[config.mk]
export PLATFORM = sky130hd
export DESIGN_NAME = hamming_encoder_stream_flat
export DESIGN_NICKNAME = d
export VERILOG_FILES = /design/src/rtl/hamming_encoder_stream_if.sv /design/src/rtl/hamming_encoder_stream.sv /design/src/flat_wrapper.sv
export SDC_FILE = /design/constraint.sdc
export NUM_CORES = 1
export LEC_CHECK = 0
export CAP_MARGIN = 15
export CORE_ASPECT_RATIO = 1.5
export CORE_MARGIN = 3
export CORE_UTILIZATION = 60
export DETAILED_ROUTE_END_ITERATION = 16
export DONT_BUFFER_PORTS = 1
export PLACE_DENSITY = 0.76
export SYNTH_ARGS = -nofsm -noshare
export SYNTH_HDL_FRONTEND = slang
export SYNTH_SLANG_ARGS = --single-unit
export TNS_END_PERCENT = 5
[constraint.sdc]
create_clock -name clk -period 3.91 [get_ports clk]
set_input_delay 0.1955 -clock clk [delete_from_list [all_inputs] [get_ports clk]]
set_output_delay 0.1955 -clock clk [all_outputs]
set_load 0.005 [all_outputs]
[src/rtl/hamming_encoder_stream_if.sv]
// Valid/ready stream bundle for the Hamming(16,11) encoder: payload and injection
// controls in, codewords out.
interface hamming_encoder_stream_if;
  logic        in_valid;
  logic [10:0] in_data;
  logic        in_ready;
  logic        inj_en;
  logic [15:0] inj_mask;
  logic        out_valid;
  logic [15:0] out_codeword;
  logic        out_ready;

  // master drives payloads and consumes codewords; slave is the encoder itself
  modport master (
    output in_valid, in_data, inj_en, inj_mask, out_ready,
    input  in_ready, out_valid, out_codeword
  );

  modport slave (
    input  in_valid, in_data, inj_en, inj_mask, out_ready,
    output in_ready, out_valid, out_codeword
  );
endinterface

[src/rtl/hamming_encoder_stream.sv]
// Two-stage streaming SECDED Hamming(16,11) encoder with per-word error injection
// and a saturating delivered-word counter.
module hamming_encoder_stream #(
  parameter int CNT_W = 16
) (
  input  logic                  clk,
  input  logic                  rst,
  hamming_encoder_stream_if.slave bus,
  output logic [CNT_W-1:0]      word_count
);

  logic        s1_valid;
  logic [10:0] s1_data;
  logic [3:0]  s1_par;
  logic        s1_inj_en;
  logic [15:0] s1_inj_mask;

  logic        out_valid_q;
  logic [15:0] out_cw_q;

  logic        s2_adv;
  logic        s1_adv;
  logic        deliver;
  logic [3:0]  in_par;
  logic [15:1] cw_upper;
  logic [15:0] cw_clean;
  logic [15:0] cw_final;

  // s1_par holds {p8, p4, p2, p1}, i.e. the bits destined for cw[8], cw[4], cw[2], cw[1]
  always_comb begin
    in_par[0] = bus.in_data[0] ^ bus.in_data[1] ^ bus.in_data[3] ^ bus.in_data[4]
              ^ bus.in_data[6] ^ bus.in_data[8] ^ bus.in_data[10];
    in_par[1] = bus.in_data[0] ^ bus.in_data[2] ^ bus.in_data[3] ^ bus.in_data[5]
              ^ bus.in_data[6] ^ bus.in_data[9] ^ bus.in_data[10];
    in_par[2] = bus.in_data[1] ^ bus.in_data[2] ^ bus.in_data[3] ^ bus.in_data[7]
              ^ bus.in_data[8] ^ bus.in_data[9] ^ bus.in_data[10];
    in_par[3] = ^bus.in_data[10:4];
  end

  always_comb begin
    cw_upper = {s1_data[10:4], s1_par[3], s1_data[3:1], s1_par[2],
                s1_data[0], s1_par[1], s1_par[0]};
    cw_clean = {cw_upper, ^cw_upper};
    cw_final = s1_inj_en ? (cw_clean ^ s1_inj_mask) : cw_clean;
  end

  always_comb begin
    s2_adv  = !out_valid_q || bus.out_ready;
    s1_adv  = !s1_valid || s2_adv;
    deliver = out_valid_q && bus.out_ready;
  end

  assign bus.in_ready     = s1_adv;
  assign bus.out_valid    = out_valid_q;
  assign bus.out_codeword = out_cw_q;

  always_ff @(posedge clk or posedge rst) begin
    if (rst) begin
      s1_valid    <= 1'b0;
      s1_data     <= '0;
      s1_par      <= '0;
      s1_inj_en   <= 1'b0;
      s1_inj_mask <= '0;
    end else if (s1_adv) begin
      s1_valid <= bus.in_valid;
      if (bus.in_valid) begin
        s1_data     <= bus.in_data;
        s1_par      <= in_par;
        s1_inj_en   <= bus.inj_en;
        s1_inj_mask <= bus.inj_mask;
      end
    end
  end

  // The codeword register only reloads on a real transfer so it stays stable under stall
  always_ff @(posedge clk or posedge rst) begin
    if (rst) begin
      out_valid_q <= 1'b0;
      out_cw_q    <= '0;
    end else if (s2_adv) begin
      out_valid_q <= s1_valid;
      if (s1_valid) begin
        out_cw_q <= cw_final;
      end
    end
  end

  always_ff @(posedge clk or posedge rst) begin
    if (rst) begin
      word_count <= '0;
    end else if (deliver && (word_count != '1)) begin
      word_count <= word_count + CNT_W'(1);
    end
  end

endmodule

[src/flat_wrapper.sv]
// flat-port wrapper written by rule: the top's interface ports become plain ports
module hamming_encoder_stream_flat 
#(
  parameter int CNT_W = 16
)
  (clk, rst, word_count, bus_in_valid, bus_in_data, bus_inj_en, bus_inj_mask, bus_out_ready, bus_in_ready, bus_out_valid, bus_out_codeword);
  hamming_encoder_stream_if bus_i ();
  input  logic clk;
  input  logic rst;
  output logic [CNT_W-1:0] word_count;
  input wire logic [$bits(bus_i.in_valid)-1:0] bus_in_valid;
  input wire logic [$bits(bus_i.in_data)-1:0] bus_in_data;
  input wire logic [$bits(bus_i.inj_en)-1:0] bus_inj_en;
  input wire logic [$bits(bus_i.inj_mask)-1:0] bus_inj_mask;
  input wire logic [$bits(bus_i.out_ready)-1:0] bus_out_ready;
  output wire logic [$bits(bus_i.in_ready)-1:0] bus_in_ready;
  output wire logic [$bits(bus_i.out_valid)-1:0] bus_out_valid;
  output wire logic [$bits(bus_i.out_codeword)-1:0] bus_out_codeword;
  assign bus_i.in_valid = bus_in_valid;
  assign bus_i.in_data = bus_in_data;
  assign bus_i.inj_en = bus_inj_en;
  assign bus_i.inj_mask = bus_inj_mask;
  assign bus_i.out_ready = bus_out_ready;
  assign bus_in_ready = bus_i.in_ready;
  assign bus_out_valid = bus_i.out_valid;
  assign bus_out_codeword = bus_i.out_codeword;
  hamming_encoder_stream #(.CNT_W(CNT_W)) u_core (.clk(clk), .rst(rst), .bus(bus_i), .word_count(word_count));
endmodule
Word level (Yosys, flattened, before mapping)
Cells that the tools add are included.
{"block": "totals", "ff_bits": 66, "latch_bits": 0, "mem_bits_rw": 0, "romBits": 0, "input_bits": 32, "out_inout_bits": 34, "word_cells": 40, "mem_count": 0}
{"block": "op_classes", "n_addsub": 1, "mul": 0, "n_div": 0, "n_lt_le_gt_ge": 0, "eq_ne": 1, "n_shift": 0, "n_mux": 1, "bitwise": 19, "n_reduce_logical": 10}
{"cell": "1-bit bitwise XOR", "n": 18}
{"cell": "16-bit by 1-bit adder with 16-bit output, second input constant", "n": 1}
{"cell": "16-bit two-way mux", "n": 1}
{"cell": "16-bit != test, second input constant", "n": 1}
{"cell": "16-bit bitwise XOR", "n": 1}
{"cell": "15-bit XOR reduction", "n": 1}
{"cell": "7-bit XOR reduction", "n": 1}
{"cell": "2-bit AND reduction", "n": 2}
{"cell": "1-bit logical AND", "n": 2}
{"cell": "1-bit logical NOT", "n": 2}
{"cell": "1-bit logical OR", "n": 2}

Depth between registers and ports, before layout
Gate-level depths: netlist of run 1.
{"block": "depth", "depth_word": 6, "mapped_depth": 6, "depth_no_buf": 6}

Worst setup path after synthesis of run 1
Ideal clock, no wire load.
{"block": "synth_timing", "path_type": "register -> register", "from": "reg u_core.word_count[0]", "to": "reg u_core.word_count[9]", "setup_time_ns": 0.127, "arrival_time_ns": 1.394, "required_ns": 3.783, "slack_ns": 2.389, "path_stages_with_launch": 7, "synth_period_minus_slack_ns": 1.521, "path_cell_list": "dfrtp_1 > ha_1 > nand4_1 > nor4_4 > nor4_2 > nand4_1 > xnor2_1"}
{"block": "synth_between", "elab_chain_len": 2}
{"element": "from (decl)", "line_no": "hamming_encoder_stream.sv:9", "rtl": "output logic [CNT_W-1:0] word_count"}
{"element": "from (signal assigned)", "line_no": "hamming_encoder_stream.sv:92", "rtl": "word_count <= word_count + CNT_W'(1);"}
{"element": "branches (longest 2 deep; another with 16-bit by 1-bit adder with 16-bit output)"}
Several ways; the timed one is not identified.
A chain may end at the register's enable or synchronous reset.

Worst setup path in the final report of run 1
{"block": "layout_timing", "from": "reg u_core.out_valid_q, in the netlist u_core.bus.out_valid", "to": "reg u_core.s1_data[1]"}
{"block": "layout_between", "elab_chain_len": 4}
{"element": "from (decl)", "line_no": "hamming_encoder_stream.sv:18", "rtl": "logic out_valid_q;"}
{"element": "from (signal assigned)", "line_no": "hamming_encoder_stream.sv:81", "rtl": "out_valid_q <= s1_valid;"}
{"element": "1-bit logical NOT", "line_no": "hamming_encoder_stream.sv:48", "rtl": "s2_adv = !out_valid_q || bus.out_ready;"}
{"element": "1-bit logical OR", "line_no": "hamming_encoder_stream.sv:48"}
{"element": "1-bit logical OR", "line_no": "hamming_encoder_stream.sv:49", "rtl": "s1_adv = !s1_valid || s2_adv;"}
{"element": "via bus_in_ready", "line_no": "flat_wrapper.sv:16", "rtl": "output wire logic [$bits(bus_i.in_ready)-1:0] bus_in_ready;"}
{"element": "2-bit AND reduction (no source line)"}
{"element": "to (signal assigned)", "line_no": "hamming_encoder_stream.sv:67", "rtl": "s1_data <= bus.in_data;"}
{"element": "to (decl)", "line_no": "hamming_encoder_stream.sv:13", "rtl": "logic [10:0] s1_data;"}
The timed path passes the listed nets, and every way through them passes these cells.

==> impl_results.md, run 1 <==
* Number of library cell types mapped by synthesis at 31
* M2 GR Usage at 36.7%
* Minimum clock period at 2.05 ns
* Multi-input gate area at 0.00141 sq mm
* Post-DRT Antenna Nets at 0
* Clk root buf: clkbuf_8
* Cells on worst reg2reg path at 4
* Met1 Usage GRT at 22.3%
* Clk buf depth at 2
* H-tree depth at 3
* Max IR drop VDD at 0.403 mV
* Final Total Pwr at 1.94 mW
* Die Ht at 94.1 um
* Final Net Count at 322
* Via density at 5.38
* Clk Latency, worst-skew pair at 0.34 ns
* # rows at 31
* Top cell family by delay on the critical path: simple AND/OR/NAND/NOR gates
* Routed length per instance at 15.6 um
* Layout cell share with drive strength beyond 1 at 19.0%
* Type of the worst min-delay path: in2async
* Critical Path, Cell by Cell: nand3b_1 -> nand2_1 -> buf_4 -> mux2_2
* Final setup fails at 0
* Residual DRC count at 0
* Fin. Hold Viols at 43
* CP arrival at 2.27 ns
* Delay of the slowest critical-path stage at 0.65 ns
* Largest net degree at the start of global routing at 67
* Unrepaired setup endpoints after global routing: false
* DP Wirelength at 3740 um
* Post-Synthesis Cells at 260
* Slew margin rel. at 28.2%
* Status: finished, violations left
* Leak at 1.53 nW
* Maxcap violations at 0
* Max frequency at 487 MHz
* Clock skew at 0.00564 ns
* WL final at 5610 um
* Syn. warnings at 0
* Fillers at 347
* Syn avg cell area at 11.9 sq um
* Drt initial violations at 60
* Worst-path clk slew at 0.07 ns
* Vias in the first global route at 2,042
* Via count at 1,937
* I/O Buffers at 0
* I/O Pins at 66
* Overall routing resource usage at 20.8%
* Number of synthesized register bits at 66
* Placed Cells incl. Taps at 319
* CTS tree: built
* Final period util at 52.5%
* Critical Path RT at 4.13 ns
* RR Startpoint: u_core.bus.out_valid
* Sequential area share after synthesis at 53.2%
* Num CTS Buffers at 9
* Slowest-stage cell, CP: nand2_1
* Count of pins over their slew limit at 0
* Core area at 0.00493 sq mm
* Non-filler cells, final at 360
* First-pass GRT wire length at 9560 um
* Crit-path max FO at 22
* Setup CP Type: reg2reg
* Synthesized Nets at 293
* Setup Buffers After CTS at 0
* Worst Path Buf+Inv at 1
* GRT Max-Usage Layer: met2
* Starting Density at 63.0%
* Startpoint Class: flop
* Clk sinks at 66
* Fin Hold WS at -0.0169 ns
* Critical Path End Type: flop
* Synthesized area at 0.00311 sq mm
* Area Overhead vs Synth at 15.8%
* R2R Path End: u_core.s1_data[1]
* Initial antenna violation count at 0
* Die area at 0.00609 sq mm
* Sequential Area at 0.00165 sq mm
* Gr ovfl total at 0
* Failing checks: negative hold slack
* R2r setup slk at 1.86 ns
* Cell Pwr Density at 540 mW/mm^2
* First-pass DRT Iterations at 4
* Ant diodes at 0
* GP Congestion at 0.705
* Measured slew at the worst slew-check pin at 1.08 ns
* Horiz. Die Dim at 64.7 um
* Setup TNS at 0 ns
* Met3 usage at 7.19%
[state kept, by name, indices dropped and copies added, names as in the netlist]
signal,cells
u_core.word_count,16
u_core.s1_inj_mask,16
u_core.s1_data,11
u_core.s1_valid,1
u_core.s1_par,4
u_core.s1_inj_en,1
u_core.bus.out_codeword,16
u_core.bus.out_valid,1
[cells in the mapped netlist, drive strengths merged]
master	number	area share [%]
and2	1	0.20
nand3b	1	0.24
nor4	2	1.1
buf	4	0.64
mux2	29	11
xnor2	35	9.9
nor2	21	3.0
nor4b	1	0.28
nor3	1	0.16
a21oi	16	2.6
dfrtp	66	53
inv	2	0.24
and4	1	0.28
nand3	7	1.5
xor2	26	7.3
o21ai	4	0.64
ha	1	0.40
a31o	1	0.56
xnor3	1	0.73
clkbuf	5	0.60
nand4	4	1.3
nand2	26	3.1
nand2b	3	0.60
a2111oi	1	0.48
or3	1	0.36
[logic make-up (layout without fill, tap and decap cells)]
group / after synthesis / in the layout / share of synthesized area (%)
xor gates and xnor gates: 62 / 62 / 17.9
and+or+nand+nor: 69 / 69 / 12.2
DFF: 66 / 66 / 53.2
AOI/OAI and AO/OA: 22 / 22 / 4.27
adders and majority gates: 1 / 1 / 0.403
muxes: 29 / 29 / 10.5
buffers and inverters: 11 / 45 / 1.49
[final cells by class]
type / count / area share, %
inverters: 2 / 0.209
clock inverters: 2 / 0.278
well taps: 66 / 2.30
repair buffers: 27 / 7.37
flip-flops and latches: 66 / 45.9
multi-input cells: 183 / 39.1
clock buffers: 14 / 4.80
[routing by layer]
metal  vias up  routed length (um)
li1        924                   -
met1       949                2120
met2        54                3040
met3        10                 345
met4         0                  97
met5         -                   0
[worst max-delay path by stage]
stage          slack [ns]            startpoint  cells past startpoint                    endpoint
2_1_floorplan        2.06                   rst                      1  u_core.bus.out_codeword[0]
3_3_place_gp         1.88  u_core.bus.out_valid                      4       u_core.s1_inj_mask[6]
3_5_place_dp         1.86  u_core.bus.out_valid                      4           u_core.s1_data[1]
4_1_cts              1.85  u_core.bus.out_valid                      4           u_core.s1_data[1]
5_1_grt              1.71  u_core.bus.out_valid                      4           u_core.s1_data[1]
6_report             1.86  u_core.bus.out_valid                      4           u_core.s1_data[1]
[timing repair]
item,CTS,global route
endpoints found under the hold margin,25,0
setup endpoints to repair,0,0
resized for setup,0,0
hold buffers,25,0
[where the power goes]
part | internal [mW] | leakage (nW) | switching (mW) | total, mW
Sequential | 0.828 | 0.787 | 0.157 | 0.985
Clock | 0.281 | 0.0965 | 0.244 | 0.525
Combinational | 0.248 | 0.644 | 0.184 | 0.432
[placed cells by master, fill, tap and decap left out, types with 2 or more instances in the layout]
| cell type | n |
|---|---|
| nor2_1 | 17 |
| buf_4 | 2 |
| nand2_1 | 26 |
| xnor2_1 | 35 |
| o21ai_0 | 4 |
| nand2b_1 | 3 |
| mux2_2 | 28 |
| nor2_2 | 3 |
| xor2_1 | 26 |
| dlygate4sd3_1 | 25 |
| clkbuf_1 | 2 |
| nand4_1 | 3 |
| clkbuf_8 | 12 |
| dfrtp_1 | 66 |
| clkinv_2 | 2 |
| nand3_1 | 6 |
| a21oi_1 | 16 |
[stage by stage]
stage / setup WS [ns] / hold slack [ns] / utilization, % / instance area (sq um)
after CTS: 1.85 / 0.000537 / 73.0 / 3600
after detailed placement: 1.86 / 0.310 / 64.2 / 3160
after global placement: 1.88 / 0.310 / 64.2 / 3160
after global routing: 1.71 / 0.00402 / 73.0 / 3600
final: 1.86 / -0.0169 / 73.0 / 3600
after floorplan: 2.06 / 0.304 / - / 3110
Power figures use the tool's default switching activity.
==> inputs of run 2 (changes only) <==
Settings changed: CORE_UTILIZATION 60 to 57, PLACE_DENSITY 0.76 to 0.75.
Clock period 3.91 ns to 1.7 ns, I/O delays scaled along.
==> run 2 against run 1 <==
Against the previous run:
- the run now ends clean
- global-route usage shrank 0.40 points
- cell count grew 6.4%
- sequential cell count is the same
- clock skew grew 0.00095 ns
- worst hold slack gained 0.049 ns
- count of clock-buffer cells in the layout shrank 4
- clock power grew to 2.6 times the previous value
- critical path depth grew 2
- fmax grew 26%
- sequential share of layout area shrank 2.7 points
- wire length grew 8.2%
- via count grew 4.1%
- critical path type unchanged
- largest cell class unchanged
==> impl_results.md, run 2 (synthesis results as in run 1) <==
* CTS tree: built
* # rows at 32 (+3.2%)
* Most Frequent Cell on Critical Path: nand4_1
* Largest net degree at the start of global routing at 67 (unchanged)
* WL final at 6060 um (+8.2%)
* Unrepaired setup endpoints after global routing: true
* Layout cell share with drive strength beyond 1 at 22.9% (+3.8 points)
* Count of pins over their slew limit at 0 (unchanged)
* Vias in the first global route at 2,102 (+2.9%)
* Slowest-stage cell, CP: dfrtp_1
* Ant diodes at 0 (unchanged)
* Critical Path End Type: flop
* Drt initial violations at 55 (-8.3%)
* Critical Path RT at 1.92 ns (-2.21 ns)
* Clk Latency, worst-skew pair at 0.34 ns (about the same)
* Worst-path clk slew at 0.08 ns (about the same)
* R2R Path End: u_core.word_count[9]
* Clk root buf: clkbuf_8
* GP Congestion at 0.690 (-2.1%)
* Fin Hold WS at 0.0322 ns (+0.0492 ns)
* Setup Buffers After CTS at 0 (unchanged)
* I/O Buffers at 0 (unchanged)
* Clk buf depth at 2 (unchanged)
* Post-route core utilization at 73.5% (+0.46 points)
* Cell Pwr Density at 1240 mW/mm^2 (+130%)
* Commonest non-fill, non-tap cell in the layout: dfrtp_1
* R2r setup slk at 0.07 ns (-1.79 ns)
* Maxcap violations at 0 (unchanged)
* Overall routing resource usage at 20.4% (-0.40 points)
* Post-DRT Antenna Nets at 0 (unchanged)
* Measured slew at the worst slew-check pin at 0.493 ns (-0.583 ns)
* Critical Path, Cell by Cell: ha_1 -> nand4_1 -> nor4_4 -> nor4_2 -> nand4_1 -> xnor2_1
* Core area at 0.00520 sq mm (+5.7%)
* Die Ht at 96.4 um (+2.4%)
* Die area at 0.00639 sq mm (+4.8%)
* Post_cts resized at 0 (unchanged)
* Final setup fails at 0 (unchanged)
* Hold wc startpoint: bus_in_data[2]
* Slew margin rel. at 66.9% (+39 points)
* Sw Share at 30.7% (+0.58 points)
* Final Net Count at 343 (+6.5%)
* Crit-path max FO at 5 (-77%)
* Max frequency at 614 MHz (+26%)
* Routed length per instance at 15.8 um (+1.7%)
* Setup CP Type: reg2reg
* Residual DRC count at 0 (unchanged)
* P_int at 3.28 mW (+140%)
* Most frequent cells in the layout: dfrtp_1 (66), xnor2_1 (35), dlygate4sd3_1 (32)
* Non-filler cells, final at 383 (+6.4%)
* Worst slack at placement at 0.0506 ns (-1.81 ns)
* Cells on worst reg2reg path at 6 (+2)
* Final period util at 95.8% (+43 points)
* Initial antenna violation count at 0 (unchanged)
* I/O Pins at 66 (unchanged)
* DP Wirelength at 3900 um (+4.5%)
* Placed Cells incl. Taps at 335 (+5.0%)
* Worst Setup EP: u_core.word_count[9]
* Comb pwr share at 25.2% (+3.0 points)
* Horiz. Die Dim at 66.3 um (+2.4%)
* First-pass DRT Iterations at 4 (unchanged)
* P_sw at 1.45 mW (+150%)
* Final Total Pwr at 4.73 mW (+140%)
* Clk sinks at 66 (unchanged)
* Type of the worst min-delay path: in2reg
* CP arrival at 1.85 ns (-0.42 ns)
* First-pass GRT wire length at 9720 um (+1.6%)
* Status: completed
* Fin. Hold Viols at 0 (-100%)
* Max IR drop VDD at 1.09 mV (+170%)
* Via density at 5.27 (-2.1%)
* Delay of the slowest critical-path stage at 0.38 ns (-0.27 ns)
* Minimum clock period at 1.63 ns (-0.423 ns)
* Flop pwr share at 46.6% (-4.1 points)
* Leak at 1.63 nW (+6.9%)
* H-tree depth at 3 (unchanged)
* RR Startpoint: u_core.word_count[0]
* Num CTS Buffers at 9 (unchanged)
* Clock power frac at 28.3% (+1.3 points)
* Gr ovfl total at 0 (unchanged)
* Starting Density at 59.7% (-3.4 points)
* PnR worst setup slack at 0.0713 ns (-1.79 ns)
* Worst setup startpoint: u_core.word_count[0]
* Via count at 2,017 (+4.1%)
* Startpoint Class: flop
* Area Overhead vs Synth at 23.2%
* Clock skew at 0.00659 ns (+0.000950 ns)
-- run 2: power by group through the flow --
stage | Combinational, mW | Sequential, mW | Clock, mW
after floorplan | 0.864 | 2.19 | 0
after detailed placement | 1.11 | 2.24 | 0
after global placement | 1.09 | 2.22 | 0
final | 1.19 | 2.20 | 1.34
after global routing | 1.32 | 2.24 | 1.43
after CTS | 1.20 | 2.21 | 1.36
-- run 2: layout make-up --
cell class | count | area, sq um
Fill cell | 383 | 1380
Sequential cell | 66 | 1650
Clock inverter | 6 | 66.3
Timing Repair Buffer | 48 | 465
Multi-Input combinational cell | 183 | 1410
Clock buffer | 10 | 138
Tap cell | 68 | 85.1
Inverter | 2 | 11.3
-- run 2: worst min-delay path by stage --
stage	to	slack (ns)	cells past startpoint
global placement	u_core.word_count[6]	0.08	2
floorplan	u_core.s1_valid	0.19	1
CTS	u_core.s1_par[2]	0.02	3
global route	u_core.s1_par[2]	0.04	3
detailed placement	u_core.word_count[8]	0.08	2
finish	u_core.s1_par[1]	0.03	3
-- run 2: routing by layer --
metal	up-vias	routed length (um)	global-route usage, %
met5	-	0	0
met4	0	123	8.81
met3	13	362	6.71
met2	57	3270	35.5
met1	978	2310	22.6
li1	969	-	-
-- run 2: timing repair --
| item | CTS | global route |
|---|---|---|
| endpoints found under the setup margin | 0 | 3 |
| endpoints found under the hold margin | 96 | 0 |
| hold buffers | 32 | 0 |
-- run 2: critical path: cells and delay by family (launching register included) --
| kind | cells | cell delay (ns) |
|---|---|---|
| AND/OR/NAND/NOR | 4 | 0.75 |
| flip-flops | 1 | 0.38 |
| adder cells (fa/ha/maj) | 1 | 0.23 |
| XOR/XNOR | 1 | 0.15 |
-- run 2: stage by stage --
| step | instance area [sq um] | TNS [ns] |
|---|---|---|
| 5_1_grt | 3820 | -0.0272 |
| 3_3_place_gp | 3300 | 0 |
| 2_1_floorplan | 3110 | 0 |
| 3_5_place_dp | 3300 | 0 |
| 4_1_cts | 3820 | 0 |
| 6_report | 3820 | 0 |
